===== config.mk =====
export PLATFORM = sky130hd
export DESIGN_NAME = char_buffer_ctrl_flat
export DESIGN_NICKNAME = d
export VERILOG_FILES = /design/src/rtl/char_buffer_ctrl_if.sv /design/src/rtl/char_buffer_ctrl.sv /design/src/flat_wrapper.sv
export SDC_FILE = /design/constraint.sdc
export NUM_CORES = 1
export LEC_CHECK = 0
export ABC_AREA = 1
export CAP_MARGIN = 20
export CORE_UTILIZATION = 55
export CTS_CLUSTER_DIAMETER = 120
export DETAILED_ROUTE_END_ITERATION = 10
export GPL_TIMING_DRIVEN = 0
export PLACE_DENSITY = 0.76
export SYNTH_ARGS = -nofsm -noshare
export SYNTH_HDL_FRONTEND = slang
export SYNTH_SLANG_ARGS = --single-unit
export TNS_END_PERCENT = 100

===== constraint.sdc =====
create_clock -name clk -period 5.1 [get_ports clk]
set_clock_uncertainty 0.2 [all_clocks]
set_input_delay 1.02 -clock clk [delete_from_list [all_inputs] [get_ports clk]]
set_output_delay 1.02 -clock clk [all_outputs]
set_load 0.005 [all_outputs]

===== src/rtl/char_buffer_ctrl_if.sv =====
// Command port bundle between the keyboard decoder (master) and the character buffer (slave).
interface char_buffer_ctrl_if #(
    parameter int unsigned ADDR_W = 5,
    parameter int unsigned DATA_W = 9
);
    logic              cmd_valid;
    logic              cmd_ready;
    logic [1:0]        cmd_op;
    logic [ADDR_W-1:0] cmd_addr;
    logic [DATA_W-1:0] cmd_data;

    modport master (output cmd_valid, output cmd_op, output cmd_addr, output cmd_data,
                    input  cmd_ready);
    modport slave  (input  cmd_valid, input  cmd_op, input  cmd_addr, input  cmd_data,
                    output cmd_ready);
endinterface


===== src/rtl/char_buffer_ctrl.sv =====
// Character-cell text buffer: command-driven cell writes with a cursor, a sequential clear
// sweep, and a registered read port with a dirty flag for the LCD refresher.
module char_buffer_ctrl #(
    parameter int unsigned       DEPTH  = 32,
    parameter int unsigned       ADDR_W = 5,
    parameter int unsigned       DATA_W = 9,
    parameter logic [DATA_W-1:0] FILL   = DATA_W'('h120)
) (
    input  logic                 clk,
    input  logic                 rst,
    char_buffer_ctrl_if.slave    cmd,
    input  logic [ADDR_W-1:0]    rd_addr_i,
    output logic [DATA_W-1:0]    rd_data_o,
    output logic [ADDR_W-1:0]    cursor_o,
    output logic                 busy_o,
    output logic                 dirty_o,
    input  logic                 dirty_clr_i
);
    localparam int unsigned     IDX_W   = (DEPTH > 1) ? $clog2(DEPTH) : 1;
    localparam logic [ADDR_W:0] DEPTH_X = (ADDR_W+1)'(DEPTH);
    localparam logic [ADDR_W-1:0] LAST  = ADDR_W'(DEPTH - 1);

    localparam logic [1:0] OP_WRITE  = 2'b00;
    localparam logic [1:0] OP_APPEND = 2'b01;
    localparam logic [1:0] OP_BKSP   = 2'b10;
    localparam logic [1:0] OP_CLEAR  = 2'b11;

    typedef enum logic {ST_IDLE, ST_CLR} state_e;

    state_e              state_q, state_d;
    logic [ADDR_W-1:0]   clr_ptr_q, clr_ptr_d;
    logic [ADDR_W-1:0]   cursor_q, cursor_d;
    logic                dirty_q, dirty_d;
    logic                cmd_ready_q, busy_q;
    logic [DATA_W-1:0]   rd_data_q, rd_data_d;
    logic [DATA_W-1:0]   mem_q [DEPTH];

    logic                we;
    logic [ADDR_W-1:0]   waddr;
    logic [DATA_W-1:0]   wdata;
    logic                dirty_set;
    logic                accept;

    assign accept = cmd.cmd_valid && cmd_ready_q;

    // State register
    always_ff @(posedge clk) begin
        if (rst) state_q <= ST_CLR;
        else     state_q <= state_d;
    end

    // Next state, single write port arbitration and cursor update
    always_comb begin
        state_d   = state_q;
        clr_ptr_d = clr_ptr_q;
        cursor_d  = cursor_q;
        dirty_set = 1'b0;
        we        = 1'b0;
        waddr     = clr_ptr_q;
        wdata     = FILL;
        case (state_q)
            ST_CLR: begin
                we = 1'b1;
                if (clr_ptr_q == LAST) begin
                    state_d   = ST_IDLE;
                    clr_ptr_d = '0;
                    dirty_set = 1'b1;
                end else begin
                    clr_ptr_d = clr_ptr_q + 1'b1;
                end
            end
            ST_IDLE: begin
                if (accept) begin
                    case (cmd.cmd_op)
                        OP_WRITE: begin
                            if ({1'b0, cmd.cmd_addr} < DEPTH_X) begin
                                we        = 1'b1;
                                waddr     = cmd.cmd_addr;
                                wdata     = cmd.cmd_data;
                                dirty_set = 1'b1;
                            end
                        end
                        OP_APPEND: begin
                            we        = 1'b1;
                            waddr     = cursor_q;
                            wdata     = cmd.cmd_data;
                            dirty_set = 1'b1;
                            cursor_d  = (cursor_q == LAST) ? '0 : cursor_q + 1'b1;
                        end
                        OP_BKSP: begin
                            if (cursor_q != '0) begin
                                we        = 1'b1;
                                waddr     = cursor_q - 1'b1;
                                dirty_set = 1'b1;
                                cursor_d  = cursor_q - 1'b1;
                            end
                        end
                        OP_CLEAR: begin
                            cursor_d  = '0;
                            clr_ptr_d = '0;
                            state_d   = ST_CLR;
                        end
                        default: ;
                    endcase
                end
            end
            default: state_d = ST_CLR;
        endcase
        // A new modification outranks a simultaneous acknowledge from the refresher
        dirty_d = dirty_set | (dirty_q & ~dirty_clr_i);
    end

    // Read-first lookup; out-of-range addresses read as a blank cell
    always_comb begin
        rd_data_d = FILL;
        if ({1'b0, rd_addr_i} < DEPTH_X) rd_data_d = mem_q[IDX_W'(rd_addr_i)];
    end

    always_ff @(posedge clk) begin
        if (rst) begin
            clr_ptr_q   <= '0;
            cursor_q    <= '0;
            dirty_q     <= 1'b0;
            rd_data_q   <= '0;
            cmd_ready_q <= 1'b0;
            busy_q      <= 1'b1;
        end else begin
            clr_ptr_q   <= clr_ptr_d;
            cursor_q    <= cursor_d;
            dirty_q     <= dirty_d;
            rd_data_q   <= rd_data_d;
            cmd_ready_q <= (state_d == ST_IDLE);
            busy_q      <= (state_d == ST_CLR);
        end
    end

    // Cell storage has no reset; the sweep that follows reset initialises it
    always_ff @(posedge clk) begin
        if (we && !rst) mem_q[IDX_W'(waddr)] <= wdata;
    end

    assign cmd.cmd_ready = cmd_ready_q;
    assign rd_data_o     = rd_data_q;
    assign cursor_o      = cursor_q;
    assign busy_o        = busy_q;
    assign dirty_o       = dirty_q;
endmodule


===== src/flat_wrapper.sv =====
// flat-port wrapper written by rule: the top's interface ports become plain ports
module char_buffer_ctrl_flat 
#(
    parameter int unsigned       DEPTH  = 32,
    parameter int unsigned       ADDR_W = 5,
    parameter int unsigned       DATA_W = 9,
    parameter logic [DATA_W-1:0] FILL   = DATA_W'('h120)
)
  (clk, rst, rd_addr_i, rd_data_o, cursor_o, busy_o, dirty_o, dirty_clr_i, cmd_cmd_valid, cmd_cmd_op, cmd_cmd_addr, cmd_cmd_data, cmd_cmd_ready);
  char_buffer_ctrl_if #(.ADDR_W(ADDR_W), .DATA_W(DATA_W)) cmd_i ();
  input  logic clk;
  input  logic rst;
  input  logic [ADDR_W-1:0] rd_addr_i;
  output logic [DATA_W-1:0] rd_data_o;
  output logic [ADDR_W-1:0] cursor_o;
  output logic busy_o;
  output logic dirty_o;
  input  logic dirty_clr_i;
  input wire logic [$bits(cmd_i.cmd_valid)-1:0] cmd_cmd_valid;
  input wire logic [$bits(cmd_i.cmd_op)-1:0] cmd_cmd_op;
  input wire logic [$bits(cmd_i.cmd_addr)-1:0] cmd_cmd_addr;
  input wire logic [$bits(cmd_i.cmd_data)-1:0] cmd_cmd_data;
  output wire logic [$bits(cmd_i.cmd_ready)-1:0] cmd_cmd_ready;
  assign cmd_i.cmd_valid = cmd_cmd_valid;
  assign cmd_i.cmd_op = cmd_cmd_op;
  assign cmd_i.cmd_addr = cmd_cmd_addr;
  assign cmd_i.cmd_data = cmd_cmd_data;
  assign cmd_cmd_ready = cmd_i.cmd_ready;
  char_buffer_ctrl #(.DEPTH(DEPTH), .ADDR_W(ADDR_W), .DATA_W(DATA_W), .FILL(FILL)) u_core (.clk(clk), .rst(rst), .cmd(cmd_i), .rd_addr_i(rd_addr_i), .rd_data_o(rd_data_o), .cursor_o(cursor_o), .busy_o(busy_o), .dirty_o(dirty_o), .dirty_clr_i(dirty_clr_i));
endmodule

* Word-level counts from Yosys, hierarchy flattened *
Memories as Yosys holds them, arrays and structs flattened. A register that Yosys moved wholly into a read port is not among the register bits.
Cells that the tools add are included.

storage, ports and cells
  register bits = 13
  memories = 1
  output and inout port bits = 17
  RAM bits = 288
  logic and storage cells = 57

memory list
  memory        depth  bits a word  read ports  clocked after Yosys merged registers in  wr ports  RTL line                source
  u_core.mem_q  32     9            1           1                                        1         char_buffer_ctrl.sv:36  logic [DATA_W-1:0] mem_q [DEPTH];

operators by class
  reduce and logical (&&, ||, !) cells = 9
  equal/unequal tests = 8
  add/sub/neg operators = 3
  bitwise gates (word level) = 5
  muxes and demuxes = 26

operators with widths
  kind                                                   number
  2-to-1 mux 5 bit                                       8
  case mux 5 bit (3 select lines)                        2
  2-to-1 mux 9 bit                                       3
  adder 5 x 1 -> 5 bit, second input constant            2
  equality test 5 bit, second input constant             2
  case mux 5 bit (2 select lines)                        1
  2-to-1 mux 1 bit                                       8
  case mux 1 bit (2 select lines)                        4
  nonzero test 5 bit                                     1
  subtractor 5 x 1 -> 5 bit, second input constant       1
  equality test 2 bit, second input constant             2
  inequality test 2 x 1 -> 1 bit, second input constant  2
  AND reduction 4 bit                                    1
  inverter 1 bit                                         3
  nonzero test 3 bit                                     1
  equality test 2 x 1 -> 1 bit, second input constant    1
  logical AND 1 bit                                      2
  zero test 2 bit                                        1
  inequality test 2 bit, second input constant           1
  AND reduction 2 bit                                    1
  OR reduction 2 bit                                     1
  bitwise AND 1 bit                                      1
  zero test 1 bit                                        1
  OR 1 bit                                               1

* Depth between registers and ports, before layout *
Gate-level depths: netlist of run 1.

  depth after elaboration = 8
  mapped depth = 13
  depth with buffers taken out = 13

* Least setup slack after synthesis of run 1 *
No wires, ideal clock.

  kind = in2reg
  start = input cmd_cmd_valid
  end = memory u_core.mem_q[0][0] (enable)
  arrival = 2.365 ns
  data required time = 4.526 ns
  stages = 10
  buffers on the path = 0
  path slack = 2.161 ns
  path through = nand2_1 > nor2_2 > nand2_1 > inv_2 > nand2_2 > nand2_1 > inv_1 > a21oi_2 > nand3_1 > nor2_1

between the ends
  cells in the longest elaborated chain, start to end = 6

ends and longest elaborated chain
  element                                 RTL line                 source
  start, declared                         flat_wrapper.sv:19       input wire logic [$bits(cmd_i.cmd_valid)-1:0] cmd_cmd_valid;
  logical AND 1 bit *                     char_buffer_ctrl.sv:44   assign accept = cmd.cmd_valid && cmd_ready_q;
  2-to-1 mux 1 bit                        char_buffer_ctrl.sv:73   if (accept) begin
  case mux 1 bit (2 select lines)         char_buffer_ctrl.sv:61   case (state_q)
  logical AND 1 bit                       char_buffer_ctrl.sv:139  if (we && !rst) mem_q[IDX_W'(waddr)] <= wdata;
  2-to-1 mux 1 bit                        char_buffer_ctrl.sv:139
  2-to-1 mux 1 bit (implied by the code)  char_buffer_ctrl.sv:139
  end, declared                           char_buffer_ctrl.sv:36

Every way passes the cells marked *; elsewhere a longest branch is shown, timed or not.

* Worst setup path in the final report of run 1 *
  start = input cmd_cmd_op[1]
  end = memory u_core.mem_q[23][7] (enable)

between the ends
  cells in the longest elaborated chain, start to end = 8

ends and longest elaborated chain
  element                                                          RTL line                 source
  start, declared                                                  flat_wrapper.sv:20       input wire logic [$bits(cmd_i.cmd_op)-1:0] cmd_cmd_op;
  equality test 2 x 1 -> 1 bit or zero test 2 bit (tied branches)  char_buffer_ctrl.sv:74   case (cmd.cmd_op)
  OR reduction 2 bit (no source line)                              --
  case mux 1 bit (2 select lines)                                  char_buffer_ctrl.sv:74
  2-to-1 mux 1 bit                                                 char_buffer_ctrl.sv:73
  case mux 1 bit (2 select lines)                                  char_buffer_ctrl.sv:61
  logical AND 1 bit                                                char_buffer_ctrl.sv:139
  2-to-1 mux 1 bit                                                 char_buffer_ctrl.sv:139
  2-to-1 mux 1 bit (implied by the code)                           char_buffer_ctrl.sv:139

Parallel ways exist; a longest one is shown, timed or not.

==> impl_metrics.toml, run 1 <==
[clocking]
cts_buffers = 31
numClockSinks = 310
clkLatencyLatePin_ps = 570
holdBufCountCts = 0
postCtsResizedCells = 0
htree_levels = 1
path_clk_slew_ps = 60
cts_buffer_depth = 3
cts-root-buf = "clkbuf_16"
cts_setup_buffers = 0
cts_tree = "yes"

[worst_setup_path]
critical_path_required_ps = 5090
reg2reg_from = "u_core.cursor_o[0]"
r2r_cells = 13
start_kind = "input port"
crit_arrival_ps = 3650
end_kind = "flop"
crit_type = "in2reg"
reg2reg_slack_ps = 1910
path_max_fanout = 9
regToRegEndpoint = "u_core.mem_q[14][5]"

[place]
gp_congestion = 0.9177
dp_cells = 1554
portBuffers = 37
dpl-instance-area_um2 = 13930
dp_hpwl_mm = 21.98

[timing]
setup_tns_ps = 0
rsz0062_at_grt = "no"
worst_pin_slew_ps = 1075
hold_viol = 0
maxSlewViolCount = 0
layout_min_cycle_time_ps = 3662
min_period_over_period_pct = 71.80
setup_viol = 0
fmax_mhz = 273.1
slew_headroom_pct = 28.10

[hold_path]
hold_depth = 2
whs_endpoint = "u_core.clr_ptr_q[3]"
min_path_type = "reg2reg"
worstHoldStart = "u_core.clr_ptr_q[3]"

[logic_synthesis]
synth_fa_ha_area_share_pct = 0.5773
synth-seq-cells = 310
synth_area_leaders = "edfxtp_1, nand2_1, nand3_1"
synth_top_area_share_pct = 66.50
synthesis.nets = 1228
synth_compound_area_share_pct = 4.041
synth.distinct_cells = 30
syn_inst = 1197
synth_top_family_by_area = "simple AND/OR/NAND/NOR gates"
synth-xor-area-share_pct = 0.1347
yosys.area.top_type = "edfxtp_1"
synth.area.mux_share_pct = 0
synth_area_per_cell_um2 = 10.86
ys_seq_area_share_pct = 69.89
synth-simple-area-share_pct = 22.28
synthesis.area_um2 = 13000
yosys_warnings = 0

[route]
first_iter_violations = 1176
firstDrtPassIters = 5
vias_per_cell = 5.867
route.detailed.drc = 0
wirelength_mm = 33.10
wl_per_cell_um = 20.52
num_vias = 9463
ant_nets = 0

[global_route]
grt_max_degree = 33
grt_pass1_vias = 8898
gr-total-overflow = 0
grt_pass1_wl_mm = 50.65
grt.total_usage_pct = 28.09
antenna_found_initial = 0

[cells_and_area]
final_cell_mix = "nand2_1, edfxtp_1, nand3_1"
n_antenna_cell = 0
syn_to_final_growth_pct = 15.75
stdcell_count = 1613
nNetsFinal = 1306
final_util_pct = 65.69
drive_gt1_share_pct = 9.538
final_common_cell = "nand2_1"
stdcell_area_um2 = 15050

[pwr]
power.leakage_nw = 5.409
powerDensity_nw_per_um2 = 367.2
p_clk_share_pct = 44.1
ir_worst_vdd_uv = 288.2
p_sw_share_pct = 21.48
finalPower_mw = 5.527
power_report.internal_total_mw = 4.340
p_sw_mw = 1.187
p_seq_share_pct = 50.1
combinationalPowerShare_pct = 5.8

[floorplanning]
die-area_um2 = 24260
start_util_pct = 56.75
die_w_um = 155.8
dieHeight_um = 155.8
row_count = 55
io_pins = 42
core_area_um2 = 22920

[job]
max_cap_viol_count = 0

[outcome]
status = "finished, final reports clean"
stage by stage:
stage | worst slack [ps] | hold slack [ps]
after CTS | 1493 | 291.4
after floorplan | 2161 | 252.3
after global routing | 1293 | 334.3
after detailed placement | 910.9 | 279.6
final | 1438 | 295.3
after global placement | 474.3 | 273.5
state kept, by name (all words and copies together), names as in the netlist:
name,cells
u_core.cmd.cmd_ready,1
u_core.mem_q,288
u_core.clr_ptr_q,5
u_core.state_q,1
u_core.cursor_o,5
u_core.rd_data_o,9
u_core.dirty_o,1
cell type report:
cell class,instances,area (um^2)
well taps,313,391.6
clock inverters,19,259.0
fillers,1659,7863
multi-input cells,795,3543
inverters,33,123.9
clock buffers,39,845.8
flip-flops and latches,310,9089
plain buffers,59,276.5
repair buffers,45,524.3
synthesized netlist by cell type, drive strengths merged:
cell type / count
nand2: 383
edfxtp: 288
nand3: 192
nor2: 113
o21ai: 59
buf: 37
inv: 30
a21oi: 25
clkbuf: 22
dfxtp: 22
o22ai: 8
ha: 6
clkinv: 3
or2: 3
xor2: 2
a22oi: 1
a31oi: 1
o211ai: 1
o21bai: 1
power by group through the flow:
stage | Clock (mW) | Sequential, mW | Combinational, mW
2_1_floorplan | 0 | 2.82 | 0.190
5_1_grt | 2.53 | 2.77 | 0.349
4_1_cts | 2.43 | 2.77 | 0.315
3_5_place_dp | 0 | 2.82 | 0.312
6_report | 2.44 | 2.77 | 0.322
3_3_place_gp | 0 | 2.82 | 0.306
how the worst max path moves through the flow:
stage / startpoint / end / slack, ps / cells after the start
floorplan: cmd_cmd_valid / u_core.mem_q[0][0] / 2160 / 10
global placement: cmd_cmd_op[1] / u_core.mem_q[16][4] / 470 / 4
detailed placement: cmd_cmd_op[1] / u_core.mem_q[14][8] / 910 / 11
CTS: cmd_cmd_op[1] / u_core.mem_q[14][5] / 1490 / 11
global route: cmd_cmd_op[1] / u_core.mem_q[6][7] / 1290 / 8
finish: cmd_cmd_op[1] / u_core.mem_q[23][7] / 1440 / 8
cell families after synthesis:
group,Yosys count
and+or+nand+nor,691
DFF,310
AOI/OAI and AO/OA,96
buffers and inverters,92
adders and majority gates,6
xor gates and xnor gates,2
routing by layer:
layer	up-vias	GRT usage [%]	routed length [um]	part of all wire, %
met1	4428	38.88	12670	38
met5	-	0	0	0
li1	4301	-	-	-
met3	86	4.250	3846	12
met4	0	8.824	983	3.0
met2	648	46.12	15600	47
critical path: stages:
cell,delay (ps)
clkdlybuf4s50_1,570
inv_2,190
nand2_1,130
o21ai_0,310
nor2_1,120
a21oi_2,240
nand3_1,240
nor2_1,820
Note: power is estimated with default switching activity, not from simulation.
==> inputs of run 2 (changes only) <==
==> constraint.sdc (replaced) <==
create_clock -name clk -period 3.58 [get_ports clk]
set_clock_uncertainty 0.2 [all_clocks]
set_input_delay 0.716 -clock clk [delete_from_list [all_inputs] [get_ports clk]]
set_output_delay 0.716 -clock clk [all_outputs]
set_load 0.005 [all_outputs]
==> impl_metrics.toml, run 2 (synthesis gave the netlist of run 1 again) <==
[floorplanning]
io_pins = 42
core_area_um2 = 22920
dieHeight_um = 155.8
start_util_pct = 56.75
die-area_um2 = 24260
die_w_um = 155.8
row_count = 55

[timing]
rsz0062_at_grt = "no"
slew_headroom_pct = 29.02
setup_viol = 0
layout_min_cycle_time_ps = 3350
fmax_mhz = 298.5
hold_viol = 0
worst_pin_slew_ps = 1061
setup_tns_ps = 0
maxSlewViolCount = 0
min_period_over_period_pct = 93.59

[job]
max_cap_viol_count = 0

[route]
vias_per_cell = 5.836
firstDrtPassIters = 5
route.detailed.drc = 0
first_iter_violations = 1161
num_vias = 9414
wl_per_cell_um = 20.58
ant_nets = 0
wirelength_mm = 33.20

[cells_and_area]
n_antenna_cell = 0
largest_reg_flops = 288
final_util_pct = 65.69
top_register = "u_core.mem_q"
fillers = 1659
drive_gt1_share_pct = 9.538
final_cell_mix = "nand2_1, edfxtp_1, nand3_1"
syn_to_final_growth_pct = 15.75
nNetsFinal = 1306
final_common_cell = "nand2_1"

[clocking]
cts_buffer_depth = 3
cts_buffers = 31
postCtsResizedCells = 0
path_clk_slew_ps = 60
cts_tree = "yes"
clkLatencyLatePin_ps = 570
cts_setup_buffers = 0
holdBufCountCts = 0
numClockSinks = 310
cts-root-buf = "clkbuf_16"
htree_levels = 1

[pwr]
p_seq_share_pct = 50.1
ir_worst_vdd_uv = 411.5
p_sw_share_pct = 21.49
p_clk_share_pct = 44.1
powerDensity_nw_per_um2 = 523.2
combinationalPowerShare_pct = 5.8
power.leakage_nw = 5.409
power_report.internal_total_mw = 6.183
p_sw_mw = 1.692

[outcome]
status = "finished, final reports clean"

[hold_path]
hold_depth = 2
min_path_type = "reg2reg"
worstHoldStart = "u_core.clr_ptr_q[3]"
whs_endpoint = "u_core.clr_ptr_q[3]"

[worst_setup_path]
critical_path_required_ps = 3570
crit_arrival_ps = 3340
r2r_cells = 13
reg2reg_slack_ps = 400
path_max_fanout = 9
end_kind = "flop"
reg2reg_from = "u_core.cursor_o[0]"
crit_type = "in2reg"
start_kind = "input port"
regToRegEndpoint = "u_core.mem_q[14][5]"

[global_route]
grt.total_usage_pct = 28.11
antenna_found_initial = 0
grt_pass1_vias = 8897
grt_max_degree = 33
gr-total-overflow = 0
grt_pass1_wl_mm = 50.68

[place]
gp_congestion = 0.9177
portBuffers = 37
dp_hpwl_mm = 21.98
[run 2: area by class of cell]
type / instances / area (um^2) / area share [%]
clock buffers: 39 / 845.8 / 5.619
flip-flops and latches: 310 / 9089 / 60.38
repair buffers: 45 / 524.3 / 3.483
well taps: 313 / 391.6 / 2.602
inverters: 33 / 123.9 / 0.8229
plain buffers: 59 / 276.5 / 1.837
clock inverters: 19 / 259.0 / 1.721
multi-input cells: 795 / 3543 / 23.54
[run 2: worst max-delay path: stages]
cell and delay, ps:
clkdlybuf4s50_1 570, inv_2 190, nand2_1 130, o21ai_0 300, nor2_1 120, a21oi_2 230, nand3_1 240, nor2_1 820
[run 2: power groups by stage]
stage | logic [mW] | clock network [mW] | registers, mW
6_report | 0.459 | 3.47 | 3.94
3_3_place_gp | 0.436 | 0 | 4.02
2_1_floorplan | 0.271 | 0 | 4.02
5_1_grt | 0.497 | 3.61 | 3.94
3_5_place_dp | 0.444 | 0 | 4.02
4_1_cts | 0.449 | 3.47 | 3.94
[run 2: through the flow]
stage	total power, mW	std cells	setup WS [ps]	cell area [um^2]	hold slack, ps
after global routing	8.052	1613	77.03	15050	334.3
final	7.876	1613	229.6	15050	296.7
after global placement	4.455	1547	-741.7	13770	273.5
after floorplan	4.291	1197	945.2	13010	252.3
after CTS	7.858	1612	277.0	15040	291.4
after detailed placement	4.465	1554	-305.1	13930	279.6
[run 2: per-layer routing]
metal  share of wire [%]  routed length, um  up-vias  global-route usage (%)
li1                    -                  -     4299                       -
met2                  47              15650      643                   46.15
met5                   0                  0        -                       0
met1                  39              12850     4384                   38.94
met3                  11               3723       88                   4.306
met4                 3.0                981        0                   8.683
[run 2: worst max-delay path by stage]
stage                             start                  end  slack (ps)
after floorplan           cmd_cmd_valid   u_core.mem_q[0][0]         950
after global placement    cmd_cmd_op[1]  u_core.mem_q[16][4]        -740
after detailed placement  cmd_cmd_op[1]  u_core.mem_q[14][8]        -310
after CTS                 cmd_cmd_op[1]  u_core.mem_q[14][5]         280
after global routing      cmd_cmd_op[1]   u_core.mem_q[6][7]          80
final                     cmd_cmd_op[1]  u_core.mem_q[23][3]         230
==> patch 1: new RTL, flow settings as in run 2 <==
Take the reset off `rd_data_q` and load it in a clocked block of its own.
--- a/src/rtl/char_buffer_ctrl.sv
+++ b/src/rtl/char_buffer_ctrl.sv
@@ -121,17 +121,19 @@
             clr_ptr_q   <= '0;
             cursor_q    <= '0;
             dirty_q     <= 1'b0;
-            rd_data_q   <= '0;
             cmd_ready_q <= 1'b0;
             busy_q      <= 1'b1;
         end else begin
             clr_ptr_q   <= clr_ptr_d;
             cursor_q    <= cursor_d;
             dirty_q     <= dirty_d;
-            rd_data_q   <= rd_data_d;
             cmd_ready_q <= (state_d == ST_IDLE);
             busy_q      <= (state_d == ST_CLR);
         end
+    end
+
+    always_ff @(posedge clk) begin
+        rd_data_q <= rd_data_d;
     end
 
     // Cell storage has no reset; the sweep that follows reset initialises it
Formal check against the unedited RTL: differs if rst is asserted again (counterexample within 4 cycles, from zero or initial values and one cycle with rst high); with rst held inactive, the same outputs for 10 cycles.
==> patch 1 against run 2 <==
- sequential cell count is the same
- largest cell class unchanged
- global-route usage decreased by 0.77 points
- critical endpoint is now u_core.mem_q[12][1]$_DFFE_PP_
- highest routed layer unchanged
- utilization fell by 0.94 points
- synthesized area fell by 0.53%
- design area is 1.7% lower
- power down 4.4%
- worst setup slack improved by 74 ps
- routed wire length decreased by 3.6%
==> patch 1: results (changes against run 2) <==
layout cells sized above 1=8.35% (-1.2 points); Nets=1288 (-1.4%); post-synth cell types=28 (-6.7%); met3 global-route usage=4.79% (+0.49 points); TritonCTS buffer count=30 (-3.2%); Final Cycle Share=91.5% (-2.1 points); max incr delay on CP=840 ps (+20 ps); starting DRC count in detailed routing=930 (-20%); adder-cell share of the synthesized area=0.580% (+0.0031 points); post-synthesis xor/xnor area fraction=0.135% (+0.00072 points); Total Wirelength=32.0 mm (-3.6%); WP data arrival=3250 ps (-90 ps); metal3 WL=3.87 mm (+3.9%); leakage power=0.00532 uW (-1.6%); average vias per placed instance=5.70 (-2.3%); routed length on met1=12.4 mm (-3.3%); global-route wire length before repair=49.1 mm (-3.1%); CP endpoint=u_core.mem_q[12][1]$_DFFE_PP_; relative slew slack=33.6% (+4.6 points); met2 Use GR=42.1% (-4.1 points); Crit. Startpoint=cmd_cmd_op[0]; worst hold start=u_core.clr_ptr_q[3]$_SDFFE_PP0P_; dpl cells=1536 (-1.2%); Cells after Synth=1185 (-1.0%); Synth area leaders=edfxtp_1 (67%), nand2_1 (11%), nand3_1 (7.5%); r2r startpoint=u_core.cursor_o[0]$_SDFFE_PP0P_; wire length on met2=14.4 mm (-8.1%); DP Wirelength=21.3 mm (-2.9%); reg2reg setup slack=360 ps (-40 ps); port bufs=36 (-2.7%); VDD IR max=0.378 mV (-8.2%); Fin Hold WS=271 ps (-26.0 ps); status=finished, final reports clean; total vias in the final route=9086 (-3.5%); Synth Area in Compound Gates=3.91% (-0.13 points); Seq/Total Area, Yosys=70.3% (+0.37 points); aggregate global-route resource usage=27.3% (-0.77 points); GP Congestion=0.934 (+1.8%)
[patch 1: cell count changes after synthesis, sizes merged, moves of 3 or more]
cell    delta
o21ai     -36
a21oi     +31
nor2      -24
o31ai      +9
o22ai      -8
inv        +6
nand2      +5
nand3      +4
clkinv     -3
[patch 1: layout make-up]
cell class                      count  area (um2)
Clock inverter                     12         125
Fill cell                        1732        8050
Sequential cell                   310        9090
Tap cell                          313         392
Clock buffer                       44         853
Multi-Input combinational cell    779        3500
Buffer                             60         258
Timing Repair Buffer               40         445
Inverter                           36         135
[patch 1: power by group]
group / switching, uW / internal [uW] / total, uW / leakage, uW
Combinational: 315 / 147 / 462 / 0.00230
Clock: 1320 / 1800 / 3120 / 0.000479
Sequential: 11.3 / 3940 / 3950 / 0.00254
Total: 1650 / 5880 / 7530 / 0.00532
[patch 1: worst max-delay path: cells and delay by family]
kind | cells | cell delay, ps
buf+inv | 4 | 760
simple gates | 8 | 1780
==> patch 2: new RTL, config.mk and constraints of run 2 <==
Made on the original files. `DATA_W` is set to 9 in 3 places; all go to 18.
--- a/src/rtl/char_buffer_ctrl_if.sv
+++ b/src/rtl/char_buffer_ctrl_if.sv
@@ -1,7 +1,7 @@
 // Command port bundle between the keyboard decoder (master) and the character buffer (slave).
 interface char_buffer_ctrl_if #(
     parameter int unsigned ADDR_W = 5,
-    parameter int unsigned DATA_W = 9
+    parameter int unsigned DATA_W = 18
 );
     logic              cmd_valid;
     logic              cmd_ready;
--- a/src/rtl/char_buffer_ctrl.sv
+++ b/src/rtl/char_buffer_ctrl.sv
@@ -3,7 +3,7 @@
 module char_buffer_ctrl #(
     parameter int unsigned       DEPTH  = 32,
     parameter int unsigned       ADDR_W = 5,
-    parameter int unsigned       DATA_W = 9,
+    parameter int unsigned       DATA_W = 18,
     parameter logic [DATA_W-1:0] FILL   = DATA_W'('h120)
 ) (
     input  logic                 clk,
--- a/src/flat_wrapper.sv
+++ b/src/flat_wrapper.sv
@@ -3,7 +3,7 @@
 #(
     parameter int unsigned       DEPTH  = 32,
     parameter int unsigned       ADDR_W = 5,
-    parameter int unsigned       DATA_W = 9,
+    parameter int unsigned       DATA_W = 18,
     parameter logic [DATA_W-1:0] FILL   = DATA_W'('h120)
 )
   (clk, rst, rd_addr_i, rd_data_o, cursor_o, busy_o, dirty_o, dirty_clr_i, cmd_cmd_valid, cmd_cmd_op, cmd_cmd_addr, cmd_cmd_data, cmd_cmd_ready);
Ports: changed (resized cmd_cmd_data and rd_data_o); port bits go from 42 to 60. No check against the original RTL was run, so the function may have changed too.
==> patch 2 against run 2 <==
- worst setup slack better by 150 ps
- hold slack worse by 43 ps
- sequential share of layout area is 1.2 points higher
- sequential cell count rose by 297
- routed wire length increased by 110%
- design area up 93%
- power rose by 86%
- register-to-register slack got worse by 20 ps
- synthesized area increased by 92%
- utilization is 0.28 points lower
==> patch 2: results (changes against run 2) <==
Worst R2R End=u_core.mem_q[31][10]$_DFFE_PP_; vias in the first global route=17.4k (+96%); starting DRC count in detailed routing=2572 (+120%); Post-Syn Nets=2236 (+82%); H-tree level count=2 (+1); layout cells sized above 1=12.1% (+2.5 points); clk buf depth=3 (unchanged); average vias per placed instance=5.99 (+2.6%); Worst-path clk slew=60 ps (about the same); leakage power=0.0102 uW (+89%); utilization after layout=65.4% (-0.28 points); Critical Path Fanout Max=10 (+1); r2r startpoint=u_core.cursor_o[0]$_SDFFE_PP0P_; initial antenna violation count=1 (+1); WP data arrival=3320 ps (-20 ps); GP Congestion=0.979 (+6.7%); DP Wirelength=47.7 mm (+120%); R2R depth=11 (-2); relative slew slack=26.2% (-2.9 points); worst min path class=input port to register; Crit Path Class=register to register; post-synth cell types=34 (+13%); Post-synth EDFFs=576 (+100%); Fill cells=3202 (+93%); VDD IR max=0.335 mV (-19%); drt first pass iters=6 (+1); max incr delay on CP=700 ps (-120 ps); # Post-CTS Setup Buffers=0 (unchanged); global-route wire length before repair=105 mm (+110%); status=finished, final reports clean; Total Wirelength=70.3 mm (+110%); max reg flops=576 (+100%); aggregate global-route resource usage=30.7% (+2.6 points); Synth area leaders=edfxtp_1 (69%), nand2_1 (10%), nand3_1 (7.0%); TritonCTS buffer count=59 (+90%); Critical-path top delay cell=nor2_2; port bufs=53 (+43%); post_cts resized=0 (unchanged); Nets=2392 (+83%); largest register by flop count=u_core.mem_q; NetSw=3220 uW (+90%); worst skew pair latency=620 ps (+50 ps); top cells by instance count after synthesis=nand2_1 (687), edfxtp_1 (576), nand3_1 (349), nor2_1 (192), o21ai_0 (71); Seq/Total Area, Yosys=71.7% (+1.8 points); Final Cycle Share=89.4% (-4.2 points); worst slack, placed=-72.8 ps (+232 ps)
## patch 2: kinds of logic (layout without fill, tap and decap cells)
group                    count (synthesis)  after routing  share of synthesized area, %
buffers and inverters                  160            359                          3.27
flip-flops                             607            607                          71.7
AND/OR/NAND/NOR                       1251           1251                          21.1
AO/OA/AOI/OAI                          170            170                          3.59
adder cells (fa/ha/maj)                  6              6                         0.301
other                                    0              1                             0
XOR/XNOR                                 2              2                        0.0701
## patch 2: power groups by stage
stage	clock [uW]	sequential, uW	combinational [uW]
after global routing	6200	7740	1030
after floorplan	0	7890	548
final	5920	7740	958
after detailed placement	0	7890	930
after CTS	5940	7740	936
after global placement	0	7890	882
## patch 2: routing by layer
metal / vias up / track usage [%] / routed length, um
li1: 7967 / - / -
met1: 8527 / 41.2 / 25500
met2: 1212 / 49.2 / 32700
met3: 191 / 5.55 / 8700
met4: 2 / 14.4 / 3340
met5: - / 0 / 68
## patch 2: per-stage QoR
step,instances,instance area (um2)
finish,2988,29100
global route,2987,29100
CTS,2987,29100
detailed placement,2883,27300
global placement,2841,26300
floorplan,2196,25000
## patch 2: layout make-up
cell class | instances | area share (%)
Buffer | 125 | 2.33
Tap cell | 592 | 2.54
Antenna cell | 1 | 0.00859
Timing Repair Buffer | 95 | 4.80
Clock buffer | 86 | 5.77
Clock inverter | 18 | 0.481
Inverter | 35 | 0.468
Multi-Input combinational cell | 1429 | 22.1
Sequential cell | 607 | 61.5
## patch 2: worst min path at each step
stage | start | to | slack, ps | cells after the start
after floorplan | u_core.clr_ptr_q[1]$_SDFFE_PP0P_ | u_core.clr_ptr_q[1]$_SDFFE_PP0P_ | 270 | 2
final | cmd_cmd_op[1] | u_core.cursor_o[3]$_SDFFE_PP0P_ | 250 | 4
after global routing | cmd_cmd_op[1] | u_core.cursor_o[3]$_SDFFE_PP0P_ | 280 | 4
after global placement | u_core.dirty_o$_SDFF_PP0_ | u_core.dirty_o$_SDFF_PP0_ | 270 | 2
after CTS | cmd_cmd_op[1] | u_core.cursor_o[3]$_SDFFE_PP0P_ | 240 | 4
after detailed placement | u_core.dirty_o$_SDFF_PP0_ | u_core.dirty_o$_SDFF_PP0_ | 280 | 2
## patch 2: critical path, delay by kind of cell, from the launching register on
kind | cells | cell delay, ps
compound gates | 1 | 240
fa+ha+maj | 1 | 220
buf+inv | 3 | 500
flops | 1 | 350
simple gates | 6 | 1400
